[src/rtl/freq_lock_ctrl.sv]
// -----------------------------------------------------------------------------
// freq_lock_ctrl
//
// Closed-loop frequency controller for a phase-accumulator oscillator. It
// counts transitions (rising and falling) of signal_in over a gate window of
// max(gate_len,1) clk cycles, compares the count with target_count and, once
// per window, applies a scaled and clamped correction to the tuning word
// speed_var that drives the oscillator.
//
// Window period is max(gate_len,1) MEASURE cycles plus one UPDATE cycle.
//
// Ports
//   clk          : single clock, all logic on posedge
//   rst          : synchronous, active-low reset
//   enable       : run the loop; low returns the FSM to IDLE
//   signal_in    : oscillator toggle output, synchronous to clk
//   gate_len     : window length in clk cycles (0 behaves as 1)
//   target_count : desired transitions per window
//   init_word    : tuning word loaded continuously while IDLE
//   gain_shift   : left shift applied to the error (0..31)
//   speed_var    : tuning word to the oscillator
//   meas_count   : transition count of the last completed window
//   meas_valid   : one-cycle pulse when speed_var / meas_count update
//   locked       : frequency-lock indicator
//
// Build option
//   FREQ_LOCK_DETECT_EN : when defined, the lock counter and locked flag are
//                         built; otherwise locked is tied low and lock_tol /
//                         lock_windows have no effect.
// -----------------------------------------------------------------------------
module freq_lock_ctrl #(
  parameter int bit_count    = 24,
  parameter int gate_bits    = 16,
  parameter int lock_tol     = 1,
  parameter int lock_windows = 4
) (
  input  logic                 clk,
  input  logic                 rst,
  input  logic                 enable,
  input  logic                 signal_in,
  input  logic [gate_bits-1:0] gate_len,
  input  logic [gate_bits-1:0] target_count,
  input  logic [bit_count-1:0] init_word,
  input  logic [4:0]           gain_shift,
  output logic [bit_count-1:0] speed_var,
  output logic [gate_bits-1:0] meas_count,
  output logic                 meas_valid,
  output logic                 locked
);

  // Wide enough that err <<< 31 added to any tuning word can never overflow.
  localparam int DW = gate_bits + bit_count + 33;

  localparam logic [1:0] S_IDLE    = 2'd0;
  localparam logic [1:0] S_MEASURE = 2'd1;
  localparam logic [1:0] S_UPDATE  = 2'd2;

  localparam logic [gate_bits-1:0]  CNT_MAX  = '1;
  localparam logic signed [DW-1:0]  WORD_MIN = DW'(1);
  localparam logic signed [DW-1:0]  WORD_MAX = {{(DW-bit_count){1'b0}}, {bit_count{1'b1}}};

  logic [1:0]           state_q, state_d;
  logic [gate_bits-1:0] gate_cnt_q, gate_cnt_d;
  logic [gate_bits-1:0] edge_cnt_q, edge_cnt_d;
  logic [bit_count-1:0] speed_q, speed_d;
  logic [gate_bits-1:0] meas_q, meas_d;
  logic                 valid_q, valid_d;
  logic                 prev_q;

  logic                 edge_det;
  logic [gate_bits-1:0] gate_last;
  logic signed [gate_bits:0] err;
  logic signed [DW-1:0] err_ext, delta, speed_ext, sum;
  logic [bit_count-1:0] speed_upd;

  assign edge_det  = signal_in ^ prev_q;
  assign gate_last = (gate_len == '0) ? '0 : gate_len - gate_bits'(1);

  // Signed error with one extra bit so target - count never wraps.
  assign err       = $signed({1'b0, target_count}) - $signed({1'b0, edge_cnt_q});
  assign err_ext   = {{(DW-gate_bits-1){err[gate_bits]}}, err};
  assign delta     = err_ext <<< gain_shift;
  assign speed_ext = {{(DW-bit_count){1'b0}}, speed_q};
  assign sum       = speed_ext + delta;

  // Zero is excluded from the clamp range: a stopped oscillator would never
  // produce edges to measure.
  always_comb begin
    if (sum < WORD_MIN) begin
      speed_upd = bit_count'(1);
    end else if (sum > WORD_MAX) begin
      speed_upd = '1;
    end else begin
      speed_upd = sum[bit_count-1:0];
    end
  end

  always_comb begin
    // NOTE: every next-state signal gets a default first so no path through
    // the case statement leaves it unassigned (which would infer a latch).
    state_d    = state_q;
    gate_cnt_d = gate_cnt_q;
    edge_cnt_d = edge_cnt_q;
    speed_d    = speed_q;
    meas_d     = meas_q;
    valid_d    = 1'b0;
    case (state_q)
      S_IDLE: begin
        speed_d    = init_word;
        gate_cnt_d = '0;
        edge_cnt_d = '0;
        if (enable) state_d = S_MEASURE;
      end
      S_MEASURE: begin
        if (!enable) begin
          state_d = S_IDLE;
        end else begin
          gate_cnt_d = gate_cnt_q + gate_bits'(1);
          if (edge_det && (edge_cnt_q != CNT_MAX)) edge_cnt_d = edge_cnt_q + gate_bits'(1);
          if (gate_cnt_q == gate_last) state_d = S_UPDATE;
        end
      end
      S_UPDATE: begin
        // Edges in this cycle are deliberately not counted.
        if (!enable) begin
          state_d = S_IDLE;
        end else begin
          speed_d    = speed_upd;
          meas_d     = edge_cnt_q;
          valid_d    = 1'b1;
          gate_cnt_d = '0;
          edge_cnt_d = '0;
          state_d    = S_MEASURE;
        end
      end
      default: state_d = S_IDLE;
    endcase
  end

  always_ff @(posedge clk) begin
    // NOTE: reset is sampled on the clock edge (synchronous), and all state
    // uses non-blocking assignments so every register sees pre-edge values.
    if (!rst) begin
      state_q    <= S_IDLE;
      gate_cnt_q <= '0;
      edge_cnt_q <= '0;
      speed_q    <= '0;
      meas_q     <= '0;
      valid_q    <= 1'b0;
      prev_q     <= 1'b0;
    end else begin
      state_q    <= state_d;
      gate_cnt_q <= gate_cnt_d;
      edge_cnt_q <= edge_cnt_d;
      speed_q    <= speed_d;
      meas_q     <= meas_d;
      valid_q    <= valid_d;
      prev_q     <= signal_in;
    end
  end

  assign speed_var  = speed_q;
  assign meas_count = meas_q;
  assign meas_valid = valid_q;

`ifdef FREQ_LOCK_DETECT_EN
  localparam int                    LW     = $clog2(lock_windows + 1);
  localparam logic [LW-1:0]         LOCK_N = LW'(lock_windows);
  localparam logic signed [gate_bits:0] TOL = (gate_bits+1)'(lock_tol);

  logic [LW-1:0] lock_cnt_q, lock_cnt_d;
  logic          locked_q, locked_d;
  logic          err_in_tol;

  assign err_in_tol = (err <= TOL) && (err >= -TOL);

  always_comb begin
    lock_cnt_d = lock_cnt_q;
    locked_d   = locked_q;
    if (state_q == S_IDLE) begin
      lock_cnt_d = '0;
      locked_d   = 1'b0;
    end else if ((state_q == S_UPDATE) && enable) begin
      if (err_in_tol) begin
        if (lock_cnt_q != LOCK_N) lock_cnt_d = lock_cnt_q + LW'(1);
        if (lock_cnt_d == LOCK_N) locked_d = 1'b1;
      end else begin
        lock_cnt_d = '0;
        locked_d   = 1'b0;
      end
    end
  end

  always_ff @(posedge clk) begin
    if (!rst) begin
      lock_cnt_q <= '0;
      locked_q   <= 1'b0;
    end else begin
      lock_cnt_q <= lock_cnt_d;
      locked_q   <= locked_d;
    end
  end

  assign locked = locked_q;
`else
  localparam int unused_lock_cfg = lock_tol + lock_windows;
  assign locked = 1'b0;
`endif

endmodule

[config.mk]
export PLATFORM = sky130hd
export DESIGN_NAME = freq_lock_ctrl
export DESIGN_NICKNAME = d
export VERILOG_FILES = /design/src/rtl/freq_lock_ctrl.sv
export SDC_FILE = /design/constraint.sdc
export NUM_CORES = 1
export LEC_CHECK = 0
export ABC_AREA = 1
export CORE_ASPECT_RATIO = 1.4
export CORE_MARGIN = 5
export CORE_UTILIZATION = 35
export CTS_BUF_LIST = sky130_fd_sc_hd__clkbuf_16
export CTS_CLUSTER_SIZE = 28
export DETAILED_ROUTE_END_ITERATION = 16
export PLACE_DENSITY = 0.52
export SETUP_SLACK_MARGIN = 0.02
export SLEW_MARGIN = 20
export SYNTH_ARGS = -nofsm -noshare
export SYNTH_HDL_FRONTEND = slang
export SYNTH_SLANG_ARGS = --single-unit
[constraint.sdc]
create_clock -name clk -period 7.5 [get_ports clk]
set_clock_uncertainty 0.05 [all_clocks]
set_input_delay 2.25 -clock clk [delete_from_list [all_inputs] [get_ports clk]]
set_output_delay 2.25 -clock clk [all_outputs]
set_load 0.1 [all_outputs]
Yosys cells after proc, flatten, opt, wreduce, memory -nomap -nowiden
Cells that the tools add are included.
{ "totals": {"regBits": 76, "in_bits": 65, "out_inout_bits": 42, "wordCells": 53} }
{ "op_classes": {"addsub": 5, "order_cmp": 2, "eq_ne": 9, "shift": 1, "n_mux": 17, "n_bitwise": 1, "reduce_logical": 11} }
{ "op_table": {"columns": ["cell", "n"], "rows": [
  ["case mux 16 bit (3 select lines)", 2],
  ["two-way mux 16 bit", 5],
  ["adder 25 x 73 -> 73 bit", 1],
  ["greater-than comparator 73 x 25 -> 1 bit (second input constant)", 1],
  ["< comparator 73 x 2 -> 1 bit (second input constant)", 1],
  ["<<< shifter 17 x 5 -> 73 bit", 1],
  ["two-way mux 24 bit", 3],
  ["case mux 24 bit (2 select lines)", 1],
  ["adder 16 x 1 -> 16 bit (second input constant)", 2],
  ["subtractor 16 x 16 -> 17 bit", 1],
  ["equality test 16 bit", 1],
  ["logical NOT 16 bit", 1],
  ["!= test 16 bit (second input constant)", 1],
  ["subtractor 16 x 1 -> 16 bit (second input constant)", 1],
  ["!= test 2 bit (second input constant)", 4],
  ["AND reduction 2 bit", 4],
  ["two-way mux 2 bit", 3],
  ["case mux 2 bit (3 select lines)", 1],
  ["AND reduction 4 bit", 1],
  ["!= test 3 bit (second input constant)", 1],
  ["AND reduction 3 bit", 1],
  ["nonzero test 3 bit", 1],
  ["equality test 2 x 1 -> 1 bit (second input constant)", 1],
  ["equality test 2 bit (second input constant)", 1],
  ["5 further kinds", 6]
]} }

Logic depth before layout (Yosys ltp)
Gate-level depths: netlist of the first run.
{ "depth": {"ltp_word": 8, "depth_mapped": 43, "mapped_depth_nobuf": 42} }

Worst setup path after synthesis of the first run
No wires, ideal clock.
{ "synth_timing": {"path_kind": "input-to-reg", "startpoint": "input target_count[0]", "endpoint": "register speed_q[10] (netlist: speed_var[10])", "setup_ns": 0.122, "t_arrival_ns": 6.473, "required_time_ns": 7.328, "slack_ns": 0.855, "path_stages": 33, "path_buffers": 1, "path_cell_list": "inv_1 > ha_1 > fa_1 > inv_1 > nand3_1 > nand2_2 > xor2_1 > nand2_1 > nand3_1 > nand3_1 > o21ai_0 > inv_1 > nor2_1 > inv_1 > nor2_1 > ha_1 > a21o_1 > a21oi_1 > o21ai_1 > a21oi_1 > o21ai_1 > a21oi_1 > o21ai_1 > a21oi_1 > xor2_1 > nand3_1 > nor4_1 > nand3_1 > nand2_1 > nor2_4 > buf_6 > nand2_1 > a21oi_1"} }
{ "synth_via": {"elab_chain_cells": 8, "word_cells_on_any_way": 9, "cone_classes": "add/sub (2); order compare (2); shift (1); mux (4)"} }
{ "synth_lines": {"columns": ["element", "line_no", "text"], "rows": [
  ["from (decl)", "42", "input logic [gate_bits-1:0] target_count,"],
  ["subtractor 16 x 16 -> 17 bit *", "80", "assign err = $signed({1'b0, target_count}) - $signed({1'b0, edge_cnt_q});"],
  ["<<< shifter 17 x 5 -> 73 bit *", "82", "assign delta = err_ext <<< gain_shift;"],
  ["adder 25 x 73 -> 73 bit *", "84", "assign sum = speed_ext + delta;"],
  ["greater-than comparator 73 x 25 -> 1 bit", "91", "end else if (sum > WORD_MAX) begin"],
  ["two-way mux 24 bit", "91", null],
  ["two-way mux 24 bit *", "89", "if (sum < WORD_MIN) begin"],
  ["two-way mux 24 bit *", "125", "if (!enable) begin"],
  ["case mux 24 bit (2 select lines) *", "107", "case (state_q)"],
  ["to (signal assigned)", "155", "speed_q <= speed_d;"],
  ["to (decl)", "65", "logic [bit_count-1:0] speed_q, speed_d;"]
]} }
Mark *: on every way between the ends. The rest lies on a longest branch, timed or not. The select of a mux whose other input is x is not followed.
A chain may end at the register's enable or synchronous reset.

Final worst setup path of the first run
{ "layout_timing": {"startpoint": "input target_count[7]", "endpoint": "register speed_q[11] (netlist: speed_var[11])"} }
Same word-level chain as after synthesis.

==> summary.md, run 1 <==
| Metric | Value |
|---|---|
| Clock power share | `approximately a quarter` |
| Synth top area cells | `nand2_1 19%, dfxtp_1 17%, nand3_1 12%` |
| Setup violators final | `0` |
| Die Y | `197 µm` |
| Clock transition at path regs | `~0.06 ns` |
| Post-DRT Antenna Nets | `0` |
| Layout area overhead | `45.3%` |
| Number of CTS-inserted buffers | `9` |
| HPWL after DPL | `~25,000 µm` |
| Critical Path Sink Type | `flop` |
| Seq/Total Area, Yosys | `about 17%` |
| Drt total wl | `between 30,000 and 40,000 µm` |
| Clk root buf | `clkbuf_16` |
| Mapped cell area | `a little under 9000 µm²` |
| Outcome | `finished, final reports clean` |
| Largest net degree at the start of global routing | `between 40 and 50` |
| Power Internal | `approximately 0.0010 W` |
| Slew headroom | `between 20% and 30%` |
| Worst EP required | `7.69 ns` |
| FILL cells | `2,602` |
| Fin area | `between 10,000 and 15,000 µm²` |
| First-pass iteration count of the detailed router | `5` |
| Clock Latency Late Sink | `0.36 ns` |
| Post-route worst setup slack | `~0.32 ns` |
| WL per Instance | `15.0 µm` |
| Post-synth EDFFs | `0` |
| Biggest area consumer among synthesized cells | `nand2_1` |
| DRC violations left | `0` |
| CP dominant cell by count | `nand2_1` |
| Number of global-route vias before repair | `between 10,000 and 15,000` |
| Synth unique cells | `51` |
| Port Buffers | `between 100 and 150` |
| # IOs | `107` |
| Max Fclk | `approximately 140 MHz` |
| Clk sinks | `76` |
| Max Root-Sink Buffers | `2` |
| Primary FF master, synth | `dfxtp_1` |
| Pwr Density | `about 130 nW/µm²` |
| Dpl ws | `-0.804 ns` |
| Most common cell after layout, fill and taps aside | `nand2_1` |
| Initial core utilization | `35.6%` |
| Slew @ Worst Pin | `between 1 and 1.5 ns` |
| DIE WIDTH | `144 µm` |
| Final Wtd Congestion | `0.948` |
| Slew Viols, Final | `0` |
| RSZ-0062 raised after global routing | `no` |
| Commonest cells after routing, fill and taps aside | `423 x nand2_1, 201 x buf_4, 188 x nand3_1` |
| WS Path Type | `input pin to flop` |
| First DRT Iteration DRCs | `roughly 400` |
| Seq pwr share | `between 20% and 30%` |
| CTS H-tree depth | `3` |
| First-pass GRT wire length | `slightly above 50,000 µm` |
| Hold Path Cell Cnt | `2` |
| Cell Area, Placed | `11,400 µm²` |
| Crit path max fanout | `6` |
| Total negative slack | `0 ns` |
| Max Cap Viol | `0` |
| Initial antenna violation count | `1` |
| R2R depth | `36` |
| Sw Share | `roughly two fifths` |
| Post-layout util | `approximately 52%` |
| Vias | `~11,000` |
| Post-synth top area share | `approximately a fifth` |
| Logic pwr share | `approximately 50%` |
| Final period util | `95.7%` |
| Grt ovf | `0` |
| Yosys synthesis warning count | `0` |
| Crit path arrival time | `between 7 and 8 ns` |
| Slowest cell on crit path | `clkdlybuf4s50_1` |
| Leakage | `5.96 nW` |
| Total global-route track usage | `about 22%` |
| Post-synthesis instance total | `around 1,600` |
| Hold Crit Class | `flop to flop` |
| Syn Nets | `~1,700` |
| Hold-fix buffers, CTS | `0` |
| Ratio of cells with drive above 1 in the final layout | `between 20% and 30%` |
| P_sw | `about 0.0007 W` |
| Ys async rst share | `0%` |
| CTS tree | `built` |
| DR vias/cell | `5.07` |
| Worst setup SP type | `input pin` |
| # rows | `68` |
| Tmin final | `just over 7 ns` |
| Total power | `0.00171 W` |
| Final hold vios | `0` |
| IR drop worst, VDD | `0.216 mV` |
| Fin nets | `just under 2,000` |
| Max stage delay on crit path | `between 0.5 and 0.6 ns` |
| Mean Syn Cell Area | `between 5 and 6 µm²` |
| Core area | `~25,000 µm²` |
| DIE AREA | `roughly 28,000 µm²` |
| FF+latch count, synth | `between 70 and 80` |
==> metrics by stage <==
step,hold WS (ns),instances
2_1_floorplan,0.384,1557
3_3_place_gp,0.401,2115
3_5_place_dp,0.406,2115
4_1_cts,0.419,2141
5_1_grt,0.436,2154
6_report,0.413,2154
==> cells by family after synthesis <==
kind of cell | synth area share [%]
simple gates | 46.0
fa+ha+maj | 6.58
buf+inv | 11.4
flops | 17.3
other cells | 0.0427
compound gates | 14.2
xor+xnor | 4.47
==> power groups by stage <==
stage | Combinational [W] | Sequential, W | Clock, W
4_1_cts | 0.000787 | 0.000429 | 0.000431
5_1_grt | 0.000943 | 0.000432 | 0.000449
2_1_floorplan | 0.000375 | 0.000508 | 0
3_5_place_dp | 0.000758 | 0.000438 | 0
3_3_place_gp | 0.000759 | 0.000439 | 0
6_report | 0.000862 | 0.000431 | 0.000417
==> sequential cells by signal, indices dropped and copies added (netlist names) <==
name and count:
edge_cnt_q 16, gate_cnt_q 16, speed_var 24, prev_q 1, meas_valid 1, state_q 2
meas_count 16
==> repair_timing <==
item                       CTS  global route
hold endpoints to repair     0             0
setup endpoints to repair   24            24
gates resized for setup     41           157
pin swaps                   40            60
gates cloned                 6             0
buffers inserted             4            12
==> final cells by class <==
cell class / count / area, µm² / area share (%)
Antenna cell: 1 / 2.50 / 0.0196
Clock buffer: 9 / 225 / 1.76
Clock inverter: 7 / 43.8 / 0.343
Inverter: 201 / 754 / 5.91
Multi-Input combinational cell: 1236 / 7200 / 56.4
Sequential cell: 76 / 1520 / 11.9
Tap cell: 315 / 394 / 3.09
Timing Repair Buffer: 309 / 2620 / 20.5
==> worst max-delay path, delay by kind of cell <==
kind            cells  cell delay [ns]
simple gates       25             3.15
fa+ha+maj           2             0.63
compound gates      4             0.39
buf+inv             5             0.93
==> path summary, 6_finish.rpt <==
| kind | from | end | slack (ns) |
|---|---|---|---|
| worst min-delay path | meas_count[12] | meas_count[12] | 0.41 |
| worst max-delay path | target_count[7] | speed_var[11] | 0.32 |
| worst max register to register | edge_cnt_q[0] | speed_var[11] | 2.11 |
| worst min register to register | meas_count[12] | meas_count[12] | 0.41 |
==> cell usage after synthesis, types with 2 or more instances <==
library cell and count:
inv_1 189, nand3b_1 2, a21oi_2 2, xnor2_1 18
buf_6 4, nand2_1 445, xor2_1 25, o21a_1 7
nor2_4 4, a221oi_1 2, buf_2 17, nand4_1 25
and2_1 3, inv_2 8, clkbuf_1 23, buf_1 5
nor2_2 4, o21ai_1 6, nor3_1 25, a21o_1 2
a31oi_1 4, or2_2 6, fa_1 2, ha_1 43
nand2_4 3, nand3_1 217, nor4_1 11, nand2_2 20
dfxtp_1 76, nor2_1 125, a21oi_1 131, nand3_2 10
clkinv_1 4, o21ai_0 71, a41oi_1 2
==> per-layer routing <==
| metal | routed length (µm) | track usage, % |
|---|---|---|
| met2 | 16800 | 41.6 |
| met1 | 12800 | 24.3 |
| met3 | 1030 | 2.93 |
| met4 | 1630 | 10.6 |
| met5 | 0 | 0 |
(Power assumes the default switching activity.)
==> run 2: changes to the inputs <==
--- a/config.mk
+++ b/config.mk
@@ -7,7 +7,6 @@
 export LEC_CHECK = 0
 export ABC_AREA = 1
 export CORE_ASPECT_RATIO = 1.4
-export CORE_MARGIN = 5
 export CORE_UTILIZATION = 35
 export CTS_BUF_LIST = sky130_fd_sc_hd__clkbuf_16
 export CTS_CLUSTER_SIZE = 28
==> run 2 against run 1 <==
Compared with the run above:
- sequential share of layout area is 0.22 points lower
- utilization up 0.96 points
- global-route usage up 2.8 points
- worst hold slack about the same
- critical path type unchanged
- routed wire length increased by 2.2%
- register-to-register slack hardly changed
- non-clock buffer count rose by 2
==> summary.md, run 2 (same netlist as run 1, synthesis figures left out) <==
| Metric | Value |
|---|---|
| Outcome | `finished, final reports clean` |
| Crit path max fanout | `6` |
| Slew @ Worst Pin | `a little under 1 ns` |
| Slew headroom | `33.7%` |
| Logic pwr share | `just over 50%` |
| Slew Viols, Final | `0` |
| IR drop worst, VDD | `between 0.1 and 0.15 mV` |
| # rows | `a little under 70` |
| Clk sinks | `76` |
| Most common cell after layout, fill and taps aside | `nand2_1` |
| Clock transition at path regs | `roughly 0.060 ns` |
| WL per Instance | `between 15 and 20 µm` |
| Port Buffers | `about 110` |
| Worst setup SP type | `input pin` |
| CTS H-tree depth | `3` |
| Number of global-route vias before repair | `10,472` |
| Final hold vios | `0` |
| First-pass iteration count of the detailed router | `5` |
| CP dominant cell by count | `nand2_1` |
| Max Fclk | `~140 MHz` |
| Hold Crit Class | `flop to flop` |
| Final Wtd Congestion | `0.957` |
| Largest register FFs | `24` |
| Total global-route track usage | `around 25%` |
| Worst EP required | `7.69 ns` |
| Dpl ws | `-0.987 ns` |
| Clock Latency Late Sink | `between 0.3 and 0.4 ns` |
| Commonest cells after routing, fill and taps aside | `389 x nand2_1, 200 x buf_4, 187 x inv_1` |
| DIE WIDTH | `136 µm` |
| Sequential cell area | `1520 µm²` |
| Total power | `around 0.0018 W` |
| FILL cells | `between 2,000 and 3,000` |
| Total negative slack | `0 ns` |
| HPWL after DPL | `approximately 25,000 µm` |
| Initial core utilization | `~36%` |
| Slowest cell on crit path | `clkdlybuf4s50_1` |
| Initial antenna violation count | `1` |
| Grt peak-use layer | `met2` |
| First DRT Iteration DRCs | `~430` |
| Seq pwr share | `approximately a quarter` |
| Final period util | `between 90% and 100%` |
| Sw Share | `~41%` |
| Post-route worst setup slack | `about 0.3 ns` |
| Power Internal | `0.00104 W` |
| Post-DRT Antenna Nets | `0` |
| P_sw | `~0.00073 W` |
| Tmin final | `7.21 ns` |
| Max Root-Sink Buffers | `2` |
| Fin nets | `between 1,500 and 2,000` |
| Hold-fix buffers, CTS | `0` |
| Core area | `24,700 µm²` |
| Placed Instances | `between 2,000 and 2,500` |
| Clk root buf | `clkbuf_16` |
| Area occupied by multi-input gates | `between 7000 and 8000 µm²` |
| Grt ovf | `0` |
| First-pass GRT wire length | `~51,000 µm` |
| Vias | `around 11,000` |
| Setup violators final | `0` |
| Number of CTS-inserted buffers | `9` |
| Die Y | `roughly 190 µm` |
| Largest net degree at the start of global routing | `around 40` |
| Leakage | `between 6 and 7 nW` |
| Ratio of cells with drive above 1 in the final layout | `between 20% and 30%` |
| Clock power share | `between 20% and 30%` |
| Max Cap Viol | `0` |
| DIE AREA | `around 26,000 µm²` |
| Drt total wl | `32,900 µm` |
| Layout area overhead | `48.0%` |
| Critical Path Sink Type | `flop` |
| Max stage delay on crit path | `~0.53 ns` |
| Fin cells | `2,155` |
| WS Path Type | `input pin to flop` |
| DR vias/cell | `between 5 and 6` |
| M3 GR Usage | `3.21%` |
| Antenna cells | `0` |
| Met2 Resource Use GR | `between 40% and 50%` |
| CTS tree | `built` |
| Pwr Density | `approximately 140 nW/µm²` |
| Crit path arrival time | `about 7.4 ns` |
| # IOs | `~110` |
| DRC violations left | `0` |
| M1 GR Usage | `a little over a quarter` |
-- run 2: power by group through the flow --
stage               Sequential (W)  Clock [W]  Combinational [W]
finish                    0.000431   0.000452           0.000893
global route              0.000432   0.000475           0.000969
CTS                       0.000430   0.000462           0.000789
detailed placement        0.000439          0           0.000757
global placement          0.000439          0           0.000757
floorplan                 0.000508          0           0.000375
-- run 2: repair_timing --
item | 4_1_cts | 5_1_grt
resized for setup | 42 | 223
buffers inserted | 8 | 20
pin swaps | 46 | 94
gates cloned | 6 | 0
setup endpoints to repair | 24 | 24
-- run 2: worst paths after layout --
check                   endpoint  slack (ns)            start  cells past startpoint
setup / recovery    speed_var[2]        0.29  target_count[3]                     36
hold / removal    meas_count[10]        0.41   meas_count[10]                      2
setup reg to reg    speed_var[2]        2.10    edge_cnt_q[0]                     35
hold reg to reg   meas_count[10]        0.41   meas_count[10]                      2
-- run 2: stage by stage --
step	util (%)	hold WS, ns	cell area, µm²
after global routing	52.7	0.434	13000
final	52.7	0.413	13000
after detailed placement	45.9	0.404	11300
after CTS	48.3	0.417	11900
after floorplan	-	0.384	8780
after global placement	45.9	0.404	11300
-- run 2: layer usage --
| layer | part of all wire [%] | vias to the layer above |
|---|---|---|
| met5 | 0 | - |
| met4 | 4.4 | 0 |
| met3 | 3.0 | 82 |
| met2 | 53 | 219 |
| met1 | 40 | 5034 |
| li1 | - | 5660 |
-- run 2: area by class of cell --
| class | count | area share, % |
|---|---|---|
| Timing Repair Buffer | 311 | 20.2 |
| Clock inverter | 7 | 0.520 |
| Inverter | 201 | 5.80 |
| Sequential cell | 76 | 11.7 |
| Tap cell | 315 | 3.03 |
| Multi-Input combinational cell | 1236 | 57.0 |
| Clock buffer | 9 | 1.73 |
-- run 2: critical path: cells and delay by family --
| family | cells | cell delay (ns) |
|---|---|---|
| adders and majority gates | 2 | 0.63 |
| xor gates and xnor gates | 2 | 0.39 |
| buffers and inverters | 8 | 1.42 |
| and+or+nand+nor | 17 | 1.62 |
| AOI/OAI and AO/OA | 7 | 1.07 |
==> variant 1: new RTL, config.mk and constraints of run 2 <==
Register the input `target_count` before use, cleared by the reset. The logic sees it one clock later. The other inputs are not delayed to match. Comments in the files are not updated.
--- a/src/rtl/freq_lock_ctrl.sv
+++ b/src/rtl/freq_lock_ctrl.sv
@@ -59,6 +59,16 @@
   localparam logic signed [DW-1:0]  WORD_MIN = DW'(1);
   localparam logic signed [DW-1:0]  WORD_MAX = {{(DW-bit_count){1'b0}}, {bit_count{1'b1}}};
 
+  logic [gate_bits-1:0] target_count_q;
+
+  always_ff @(posedge clk) begin
+    if (!rst) begin
+      target_count_q <= '0;
+    end else begin
+      target_count_q <= target_count;
+    end
+  end
+
   logic [1:0]           state_q, state_d;
   logic [gate_bits-1:0] gate_cnt_q, gate_cnt_d;
   logic [gate_bits-1:0] edge_cnt_q, edge_cnt_d;
@@ -77,7 +87,7 @@
   assign gate_last = (gate_len == '0) ? '0 : gate_len - gate_bits'(1);
 
   // Signed error with one extra bit so target - count never wraps.
-  assign err       = $signed({1'b0, target_count}) - $signed({1'b0, edge_cnt_q});
+  assign err       = $signed({1'b0, target_count_q}) - $signed({1'b0, edge_cnt_q});
   assign err_ext   = {{(DW-gate_bits-1){err[gate_bits]}}, err};
   assign delta     = err_ext <<< gain_shift;
   assign speed_ext = {{(DW-bit_count){1'b0}}, speed_q};
Function: changed (a bounded check fails within 4 cycles, from zero or initial values and one cycle with rst low).
==> variant 1 against run 2 <==
Area after synthesis rose by 2.6%. Cell area fell by 18%. Combinational power fell by 24%. Maximum frequency rose by 2.5%. Sequential cell count rose by 16. Register-to-register slack got worse by 0.45 ns. Setup slack improved by 0.18 ns. Total power fell by 5.6%. Critical path depth rose by 1. Utilization fell by 10 points. Routed wire length fell by 13%. Hold slack improved by 0.022 ns. Largest power group unchanged.
==> variant 1: results (changes against run 2) <==
| Metric | Value |
|---|---|
| Outcome | `finished, final reports clean` |
| DP Worst Slack | `0.134 ns (+1.12 ns)` |
| Leak | `5.00 nW (-17%)` |
| Share of layout cells above drive strength 1 | `6.42% (-20 points)` |
| Fillers | `2864 (+11%)` |
| Reg2reg setup slack | `1.65 ns (-0.45 ns)` |
| List of most frequent post-synthesis cells | `nand2_1, inv_1, nand3_1` |
| Top cells by area in the synthesized netlist | `dfxtp_1, nand2_1, nand3_1, inv_1, a21oi_1` |
| Vias | `9993 (-9.1%)` |
| GP Congestion | `0.895 (-6.6%)` |
| Hold Startpoint | `gate_cnt_q[15]$_SDFFE_PN0P_` |
| Vias in the first global route | `9479 (-9.5%)` |
| DP Cell Count | `1954 (-7.2%)` |
| WL/cell | `14.6 um (-4.6%)` |
| Total GRT Usage | `22.6% (-2.5 points)` |
| WP data arrival | `7.24 ns (-0.16 ns)` |
| Synthesized area | `9010 sq um (+2.6%)` |
| Sequential fraction of the synthesis area | `20.4% (+3.1 points)` |
| Hold Path Depth | `2 (unchanged)` |
| CP max stage delay | `0.57 ns (+0.04 ns)` |
| Adder-cell share of the synthesized area | `6.41% (-0.17 points)` |
| R2R cell count | `37 (+5.7%)` |
| Drt total wl | `28700 um (-13%)` |
| Top_reg_cell synth | `dfxtp_1` |
| Worst reg2reg startpoint | `edge_cnt_q[6]$_SDFFE_PN0P_` |
| Slew headroom | `31.8% (-1.9 points)` |
| Initial drt markers | `445 (+2.8%)` |
| Hold path endpoint | `gate_cnt_q[15]$_SDFFE_PN0P_` |
| Postcts setup bufs | `0 (-8)` |
| Synth Instances | `1553 (-0.26%)` |
| Nets | `1756 (-9.7%)` |
| P_sw | `692 uW (-5.7%)` |
| Compound-Gate Fraction of Synth Area | `14.6% (+0.39 points)` |
| Initial antenna violation count | `1 (unchanged)` |
| Number of port buffers | `105 (unchanged)` |
| CTS root buf | `clkbuf_16` |
| CP Max Fanout | `24 (+18)` |
| ANT cells | `0 (unchanged)` |
| Combinational Power Share | `40.7% (-9.6 points)` |
| Clock latency on the worst-skew pair | `0.38 ns (+0.02 ns)` |
| Max reg flops | `24 (unchanged)` |
| Maximum clock path buffer count | `2 (unchanged)` |
| Syn nets | `1663 (-0.24%)` |
| Critical R2R Capture | `speed_var[15]$_SDFFE_PN0P_` |
| Slowest-stage cell, CP | `clkdlybuf4s50_1` |
| Detailed Place HPWL | `24000 um (-4.3%)` |
| Post-Synth XOR/XNOR Area | `4.18% (-0.29 points)` |
| First-pass GRT wire length | `46500 um (-9.1%)` |
| CTS Buf Count | `9 (unchanged)` |
| Largest net degree at the start of global routing | `58 (+41%)` |
| Reg power frac | `31.2% (+6.9 points)` |
| Peak supply drop | `129 uV (+11%)` |
| Synth cell types | `46 (-9.8%)` |
variant 1: stage by stage:
| step | power (mW) | hold WS, ns | area [sq um] | util, % |
|---|---|---|---|---|
| 2_1_floorplan | 1.03 | 0.400 | 9010 | - |
| 3_3_place_gp | 1.22 | 0.426 | 10400 | 41.2 |
| 3_5_place_dp | 1.21 | 0.427 | 10400 | 41.2 |
| 4_1_cts | 1.69 | 0.439 | 10700 | 42.3 |
| 5_1_grt | 1.79 | 0.462 | 10700 | 42.3 |
| 6_report | 1.68 | 0.435 | 10700 | 42.3 |
variant 1: how the worst max path moves through the flow:
stage | slack [ns] | to | start
floorplan | 1.19 | speed_var[10]$_SDFFE_PN0P_ | gain_shift[4]
global placement | 0.15 | speed_var[1]$_SDFFE_PN0P_ | gain_shift[0]
detailed placement | 0.13 | speed_var[15]$_SDFFE_PN0P_ | gain_shift[0]
CTS | 0.53 | speed_var[2]$_SDFFE_PN0P_ | gain_shift[0]
global route | 0.05 | speed_var[17]$_SDFFE_PN0P_ | gain_shift[0]
finish | 0.47 | speed_var[15]$_SDFFE_PN0P_ | gain_shift[0]
variant 1: what timing repair did:
| item | 4_1_cts | 5_1_grt |
|---|---|---|
| hold buffers | 0 | 0 |
| endpoints found under the setup margin | 0 | 2 |
| resized for setup | 0 | 1 |
variant 1: routing by layer:
layer	routed length (um)	track usage, %	share of wire, %
met1	11700	24.6	41
met2	15200	42.5	53
met3	765	2.48	2.7
met4	1060	10.6	3.7
met5	13	0	0.045
variant 1: final cells by class:
cell class	count	area [sq um]	share of cell area (%)
Clock buffer	9	225	2.10
Clock inverter	7	67.6	0.631
Inverter	212	796	7.43
Multi-Input combinational cell	1202	6150	57.5
Sequential cell	92	1840	17.2
Tap cell	319	399	3.73
Timing Repair Buffer	129	1230	11.4
==> variant 2: new RTL, flow settings as in run 2 <==
Made on the original files. Add a define of `FREQ_LOCK_DETECT_EN`.
--- a/src/rtl/freq_lock_ctrl.sv
+++ b/src/rtl/freq_lock_ctrl.sv
@@ -28,6 +28,8 @@
 //                         built; otherwise locked is tied low and lock_tol /
 //                         lock_windows have no effect.
 // -----------------------------------------------------------------------------
+`define FREQ_LOCK_DETECT_EN
+
 module freq_lock_ctrl #(
   parameter int bit_count    = 24,
   parameter int gate_bits    = 16,
Check against the original RTL: no difference found for any inputs over 4 cycles, from zero or initial values and one cycle with rst low; that may be too few to reach the edited logic, so the function may still have changed.
==> variant 2 against run 2 <==
Setup slack better by 0.096 ns. Sequential cell count rose by 4. Total power is 7.2% higher. Cell area increased by 0.70%. Final cell count rose by 1.3%. Critical path depth increased by 4. Non-clock buffer count rose by 41. Routed wire length rose by 4.3%. Combinational power rose by 7.2%. Register-to-register slack got worse by 0.06 ns. Via count increased by 1.1%. Area after synthesis hardly changed. Largest power group unchanged.
==> variant 2: results (changes against run 2) <==
| Metric | Value |
|---|---|
| Outcome | `finished, final reports clean` |
| R2R cell count | `42 (+20%)` |
| GP Congestion | `0.899 (-6.1%)` |
| Initial drt markers | `522 (+21%)` |
| First-pass GRT wire length | `51800 um (+1.4%)` |
| DP Cell Count | `2129 (+1.1%)` |
| Detailed Place HPWL | `26900 um (+7.2%)` |
| Footprint of the multi-input gates | `7060 sq um (-4.8%)` |
| Vias per cell | `5.09 (-0.22%)` |
| WHS | `0.434 ns (+0.0213 ns)` |
| Met2 global-route usage | `50.6% (+2.8 points)` |
| #FFs+latches synth | `80 (+5.3%)` |
| GRT met3 Usage | `3.20% (-0.015 points)` |
| Synth cell types | `49 (-3.9%)` |
| Worst reg2reg startpoint | `edge_cnt_q[3]$_SDFFE_PN0P_` |
| Share of layout cells above drive strength 1 | `23.9% (-2.9 points)` |
| Inverter count | `186 (-7.5%)` |
| Peak supply drop | `137 uV (+17%)` |
| Slew headroom | `29.5% (-4.3 points)` |
| Compound-Gate Fraction of Synth Area | `15.9% (+1.6 points)` |
| Hold Startpoint | `speed_var[0]$_SDFFE_PN0P_` |
| Post-Synth XOR/XNOR Area | `4.88% (+0.41 points)` |
| Crit path to | `speed_var[7]$_SDFFE_PN0P_` |
| Fraction of area in registers | `12.2% (+0.53 points)` |
| Vias | `11.1k (+1.1%)` |
| Leak | `6.05 nW (+0.15%)` |
| Total GRT Usage | `25.7% (+0.63 points)` |
==> variant 2: changes by cell type after synthesis, sizes merged, moves of 4 or more <==
| cell | before | now |
|---|---|---|
| a211oi | 1 | 5 |
| a21boi | 0 | 4 |
| a21oi | 133 | 127 |
| buf | 27 | 22 |
| dfxtp | 76 | 80 |
| inv | 197 | 185 |
| nand2 | 468 | 459 |
| nand3 | 228 | 198 |
| nor2 | 134 | 142 |
| o21a | 7 | 1 |
| o21ai | 77 | 97 |
==> variant 2: repair_timing <==
| item | 4_1_cts | 5_1_grt |
|---|---|---|
| setup endpoints to repair | 24 | 24 |
| gates cloned | 2 | 1 |
| setup buffers | 21 | 16 |
| gates resized for setup | 46 | 146 |
| hold buffers | 0 | 0 |
| pin swaps | 24 | 69 |
==> variant 2: critical path: cells and delay by family <==
family,cells,cell delay (ns)
and+or+nand+nor,27,2.69
buffers and inverters,6,0.97
AOI/OAI and AO/OA,5,0.77
adders and majority gates,2,0.59
